[config.mk]
export PLATFORM = sky130hd
export DESIGN_NAME = oram_path_flush_engine
export DESIGN_NICKNAME = d
export VERILOG_FILES = /design/src/rtl/oram_path_flush_engine.sv
export SDC_FILE = /design/constraint.sdc
export NUM_CORES = 2
export LEC_CHECK = 0
export CORE_MARGIN = 1.5
export CORE_UTILIZATION = 55
export CTS_CLUSTER_SIZE = 16
export DETAILED_ROUTE_END_ITERATION = 8
export HOLD_SLACK_MARGIN = 0.15
export PLACE_DENSITY = 0.83
export SLEW_MARGIN = 10
export SYNTH_ARGS = -nofsm -noshare
export SYNTH_HDL_FRONTEND = slang
export SYNTH_SLANG_ARGS = --single-unit
[constraint.sdc]
create_clock -name clk -period 12.5 [get_ports clk]
set_input_delay 3.75 -clock clk [delete_from_list [all_inputs] [get_ports clk]]
set_output_delay 3.75 -clock clk [all_outputs]
set_load 0.005 [all_outputs]
[src/rtl/oram_path_flush_engine.sv]
// Path eviction engine: walks the root->leaf path of pos_star and pushes matching tuples one level down.
// Each push is a 5-cycle RD_HI/RD_LO/MERGE/WR_LO/WR_HI sequence; start is only accepted in IDLE.
module oram_path_flush_engine #(
  parameter  int TREE_DEPTH = 14,
  parameter  int K          = 3,
  parameter  int VAL_W      = 32,
  localparam int TUPLE_W    = 1 + (TREE_DEPTH - 1) + TREE_DEPTH + VAL_W,
  localparam int BUCKET_W   = K * TUPLE_W
) (
  input  logic                  clk,
  input  logic                  rst_n,
  input  logic                  start,
  input  logic [TREE_DEPTH-2:0] pos_star,
  output logic                  ready,
  output logic                  done,
  output logic [15:0]           blocked_cnt,
  output logic [TREE_DEPTH-1:0] mem_addr,
  output logic                  mem_rd_en,
  input  logic [BUCKET_W-1:0]   mem_rdata,
  output logic                  mem_wr_en,
  output logic [BUCKET_W-1:0]   mem_wdata
);

  localparam int LW = $clog2(TREE_DEPTH) + 1;

  typedef enum logic [2:0] {
    S_IDLE, S_RD_HI, S_RD_LO, S_MERGE, S_WR_LO, S_WR_HI, S_DONE
  } state_e;

  state_e                state_q, state_d;
  logic [TREE_DEPTH-2:0] pos_star_q;
  logic [LW-1:0]         lvl_i_q, lvl_d_q, dsel;
  logic [BUCKET_W-1:0]   hi_q, hi_new_q, lo_new_q;
  logic [15:0]           blocked_q;
  logic [TREE_DEPTH-1:0] hi_node, lo_node;
  logic                  path_bit, last_push;
  logic [BUCKET_W-1:0]   hi_m, lo_m;
  logic [15:0]           blk_inc;
  logic [16:0]           blk_sum;
  logic [TUPLE_W-1:0]    tup;
  logic [TREE_DEPTH-2:0] tup_pos;
  logic                  placed;

  assign dsel      = lvl_d_q - LW'(1);
  assign path_bit  = pos_star_q[dsel];
  assign last_push = (lvl_d_q == LW'(TREE_DEPTH - 1)) && (lvl_i_q == LW'(1));

  // Level-d node on the path: root is node 1, each step appends one pos_star bit.
  always_comb begin
    hi_node = TREE_DEPTH'(1);
    for (int s = 0; s < TREE_DEPTH - 1; s++) begin
      if (s < int'(dsel)) hi_node = {hi_node[TREE_DEPTH-2:0], pos_star_q[s]};
    end
    lo_node = {hi_node[TREE_DEPTH-2:0], path_bit};
  end

  always_comb begin
    hi_m    = hi_q;
    lo_m    = mem_rdata;
    blk_inc = '0;
    tup     = '0;
    tup_pos = '0;
    placed  = 1'b0;
    for (int j = 0; j < K; j++) begin
      tup     = hi_m[j*TUPLE_W +: TUPLE_W];
      tup_pos = tup[TUPLE_W-2 -: TREE_DEPTH-1];
      if (tup[TUPLE_W-1] && (tup_pos[dsel] == path_bit)) begin
        placed = 1'b0;
        for (int k = 0; k < K; k++) begin
          if (!placed && !lo_m[k*TUPLE_W + TUPLE_W - 1]) begin
            lo_m[k*TUPLE_W +: TUPLE_W] = tup;
            placed = 1'b1;
          end
        end
        // Only the valid bit is dropped; stale fields stay in the slot.
        if (placed) hi_m[j*TUPLE_W + TUPLE_W - 1] = 1'b0;
        else        blk_inc = blk_inc + 16'd1;
      end
    end
    blk_sum = {1'b0, blocked_q} + {1'b0, blk_inc};
  end

  always_ff @(posedge clk) begin
    if (!rst_n) state_q <= S_IDLE;
    else        state_q <= state_d;
  end

  always_comb begin
    state_d = state_q;
    case (state_q)
      S_IDLE:  if (start) state_d = S_RD_HI;
      S_RD_HI: state_d = S_RD_LO;
      S_RD_LO: state_d = S_MERGE;
      S_MERGE: state_d = S_WR_LO;
      S_WR_LO: state_d = S_WR_HI;
      S_WR_HI: state_d = last_push ? S_DONE : S_RD_HI;
      S_DONE:  state_d = S_IDLE;
      default: state_d = S_IDLE;
    endcase
  end

  always_ff @(posedge clk) begin
    if (!rst_n) begin
      pos_star_q <= '0;
      lvl_i_q    <= LW'(TREE_DEPTH - 1);
      lvl_d_q    <= LW'(TREE_DEPTH - 1);
      hi_q       <= '0;
      hi_new_q   <= '0;
      lo_new_q   <= '0;
      blocked_q  <= '0;
    end else begin
      if (state_q == S_IDLE && start) begin
        pos_star_q <= pos_star;
        lvl_i_q    <= LW'(TREE_DEPTH - 1);
        lvl_d_q    <= LW'(TREE_DEPTH - 1);
        blocked_q  <= '0;
      end
      if (state_q == S_RD_LO) hi_q <= mem_rdata;
      if (state_q == S_MERGE) begin
        hi_new_q  <= hi_m;
        lo_new_q  <= lo_m;
        blocked_q <= blk_sum[16] ? 16'hFFFF : blk_sum[15:0];
      end
      // Outer loop i counts down; inner d runs i..TREE_DEPTH-1.
      if (state_q == S_WR_HI && !last_push) begin
        if (lvl_d_q == LW'(TREE_DEPTH - 1)) begin
          lvl_i_q <= lvl_i_q - LW'(1);
          lvl_d_q <= lvl_i_q - LW'(1);
        end else begin
          lvl_d_q <= lvl_d_q + LW'(1);
        end
      end
    end
  end

  always_comb begin
    ready       = (state_q == S_IDLE);
    done        = (state_q == S_DONE);
    blocked_cnt = blocked_q;
    mem_addr    = '0;
    mem_rd_en   = 1'b0;
    mem_wr_en   = 1'b0;
    mem_wdata   = '0;
    case (state_q)
      S_RD_HI: begin mem_rd_en = 1'b1; mem_addr = hi_node - TREE_DEPTH'(1); end
      S_RD_LO: begin mem_rd_en = 1'b1; mem_addr = lo_node - TREE_DEPTH'(1); end
      S_WR_LO: begin
        mem_wr_en = 1'b1;
        mem_addr  = lo_node - TREE_DEPTH'(1);
        mem_wdata = lo_new_q;
      end
      S_WR_HI: begin
        mem_wr_en = 1'b1;
        mem_addr  = hi_node - TREE_DEPTH'(1);
        mem_wdata = hi_new_q;
      end
      default: ;
    endcase
  end

endmodule
==> run_results.csv <==
group,metric,value,unit
global_route,antenna_found_initial,9,
logic_synthesis,ys_types,97,
floorplan,die_w,237,um
timing,layout_min_cycle_time,10230,ps
run_status,status,"complete, no violations",
critical_path,crit_top_cell,"ha_1",
clock_tree,cts-resized-gates,0,
clock_tree,path_clk_slew,60,ps
critical_path,critPathArrivalTime,6480,ps
timing,fin_crit_sh,0.819,
global_route,grt_overflow,0,
logic_synthesis,synthArstFlopShare,0,
final_layout,area_growth,19.8,%
routing,wl_met3,10700,um
clock_tree,clk_latency,640,ps
placement,port_buffers,409,
global_route,grt_usage,0.349,
clock_tree,tritoncts,"yes",
global_route,grt_pass1_wl,158000,um
critical_path,path_class,"reg2out",
routing,wl_met2,46700,um
logic_synthesis,synth_commonest_cells,"nand2_1 (864), dfxtp_1 (582), a21oi_1 (549)",
critical_path,regToRegSetupSlack,4830,ps
critical_path,crit_family,"compound AO/OA/AOI/OAI gates",
pwr,ir_worst_vdd,0.000111,V
timing,fin_setup_tns,0,ps
placement,post-place-ws,3030,ps
placement,gp_congestion,0.948,
routing,viasPerCell,6.27,
routing,drt_iter0_drc,2996,
routing,drcViolationCount,0,
clock_tree,cts_setup_buffers,0,
pwr,comb_power_share,0.121,
final_layout,regArea,11700,um2
floorplan,rows,85,
timing,rsz0062_at_grt,"false",
critical_path,critical_path_depth,16,
critical_path,r2r_cells,26,
clock_tree,numCtsBuffers,59,
final_layout,multi_input_area,17100,um2
job,cap_violations,0,
timing,fin_ws,2270,ps
logic_synthesis,avgSynthCellArea,7.68,um2
routing,met1_length,41100,um
pwr,power_density,119,nW/um2
final_layout,fillers,4554,
pwr,seqPwrFrac,0.460,
critical_path,critPathCapture,"mem_addr[10]",
timing,hold_ws,454,ps
final_layout,drive_above_1_share,0.0467,
routing,wl_per_cell,21.2,um
global_route,grt_pass1_vias,28100,
routing,dr.pass1.iters,6,
logic_synthesis,ys_seq_elements,582,
clock_tree,holdBufCountCts,0,
logic_synthesis,ys_seq_area_frac,0.386,
pwr,p_leak,12.5,nW
clock_tree,clock_tree.root_cell,"clkbuf_16",
floorplan,ios,410,
floorplan,die_height,237,um
clock_tree,clockBufferDepth,3,
pwr,p_sw,0.00114,W
critical_path,rr_endpoint,"blocked_cnt[9]",
routing,highest_layer,"met5",
logic_synthesis,syn_inst,3928,
critical_path,r2r_start,"lvl_d_q[0]",
timing,fin_skew,31.9,ps
floorplan,dieArea,56300,um2
worst_hold_path,hold_class,"reg2reg",
critical_path,cp-end-kind,"primary output",
routing,drtAntennaViolNets,0,
critical_path,critical_path.startpoint,"lvl_d_q[0]",
routing,dr_total_vias,30300,
routing,totalWireLength,103000,um
timing,tightest_slew,1220,ps
clock_tree,cts-htree-levels,2,
logic_synthesis,synthesis.nets,4136,
pwr,p_int,0.00317,W
timing,slew_viol_final,0,
final_layout,final_nets,4293,
clock_tree,clkSinkCount,582,
floorplan,initial_utilization,0.559,
critical_path,start_kind,"flip-flop",
critical_path,path_cells,"inv_1 -> ha_1 -> nand3b_1 -> o32ai_1 -> a221oi_1 -> a2111o_1 -> a32oi_1 -> a22oi_1 -> o21ai_0 -> ha_1 -> a21boi_0 -> nand4_1 -> a22o_1 -> or3_1 -> a21oi_1 -> clkdlybuf4s50_1",
logic_synthesis,synth-main-ff-cell,"dfxtp_1",
critical_path,worst_ep_required_time,8750,ps
placement,dp_hpwl,61400,um
global_route,grt_max_degree,189,
critical_path,critPathMaxFanout,17,
logic_synthesis,ys.warnings.count,0,
critical_path,slowest_stage,"ha_1",
timing,max_freq,97.7,MHz
timing,finalSetupViolations,0,
logic_synthesis,yosysTopAreaCell,"dfxtp_1",
pwr,swShare,0.265,
logic_synthesis,synth_edf_count,0,
floorplan,core,54000,um2
logic_synthesis,synth_top_area_frac,0.386,
logic_synthesis,synth.area.top_cells,"dfxtp_1 (39%), nand2_1 (11%), a21oi_1 (9.1%)",
logic_synthesis,synth_most_common_cell,"nand2_1",
critical_path,path_buf_inv,2,
pwr,power_frac_clock,0.419,
logic_synthesis,syn-cell-area,30200,um2
pwr,total_power,0.00432,W
timing,max-slew-margin-rel,0.188,
timing,final-hold-violation-count,0,
critical_path,cpPeakStageDelay,760,ps
worst register-to-register path: cells and delay by family (launching register included):
family | cells | cell delay (ps)
AND/OR/NAND/NOR | 12 | 2700
flip-flops | 1 | 310
multiplexers | 3 | 1120
buffers and inverters | 2 | 700
adder cells (fa/ha/maj) | 4 | 1770
AO/OA/AOI/OAI | 3 | 500
XOR/XNOR | 2 | 420
flip-flops by register name, indices dropped and copies added (netlist names):
name	count
blocked_cnt	16
lo_new_q	180
lvl_i_q	5
state_q	3
hi_q	180
pos_star_q	13
lvl_d_q	5
hi_new_q	180
cell usage in the layout (no fill, tap or decap), types with 20 or more instances in the layout:
cell and count:
nor2_1 313, clkbuf_16 60, nand3_1 24, a211oi_1 253, nor3_1 81, nand2_1 863, dfxtp_1 582, buf_4 44
mux2i_1 247, clkdlybuf4s50_1 408, o21ai_0 103, a22o_1 184, a21oi_1 549, inv_1 20, o21ai_1 64
power groups by stage:
stage | Combinational, W | Clock, W | Sequential [W]
after detailed placement | 0.000511 | 0 | 0.00202
after floorplan | 0.000330 | 0 | 0.00200
after global placement | 0.000504 | 0 | 0.00202
after global routing | 0.000569 | 0.00189 | 0.00199
final | 0.000523 | 0.00181 | 0.00199
after CTS | 0.000516 | 0.00182 | 0.00198
routing by layer:
layer  vias to the layer above  GRT usage
met5                         -          0
met4                         2      0.149
met3                       264     0.0895
met2                      1446      0.553
met1                     14400      0.449
li1                      14200          -
worst min path at each step:
stage / end / slack [ps] / depth (start not counted) / startpoint
after floorplan: hi_new_q[59] / 430 / 2 / hi_new_q[59]
after global placement: hi_new_q[59] / 440 / 2 / hi_new_q[59]
after detailed placement: hi_new_q[151] / 450 / 2 / hi_new_q[151]
after CTS: hi_new_q[2] / 450 / 2 / hi_new_q[2]
after global routing: hi_new_q[34] / 470 / 2 / hi_new_q[34]
final: hi_new_q[151] / 450 / 2 / hi_new_q[151]
metrics by stage:
step	utilization	area, um2	std cells
floorplan	-	30200	3928
global placement	0.632	34100	4720
detailed placement	0.632	34100	4720
CTS	0.669	36100	4829
global route	0.669	36100	4836
finish	0.669	36200	4837
layout make-up:
type / instances / area share
Antenna cell: 8 / 0.000554
Sequential cell: 582 / 0.322
Clock buffer: 92 / 0.0493
Multi-Input combinational cell: 2966 / 0.472
Inverter: 21 / 0.00239
Tap cell: 696 / 0.0241
Clock inverter: 17 / 0.00571
Timing Repair Buffer: 455 / 0.123
kinds of logic (layout without fill, tap and decap cells):
logic type / count (synthesis) / in the layout / synth area share
fa+ha+maj: 13 / 13 / 0.00555
compound gates: 1272 / 1272 / 0.270
other cells: 0 / 8 / 0
flops: 582 / 582 / 0.386
simple gates: 1401 / 1401 / 0.191
buf+inv: 380 / 585 / 0.0511
xor+xnor: 18 / 18 / 0.00572
mux: 262 / 262 / 0.0906
Note: power is estimated with default switching activity, not from simulation.
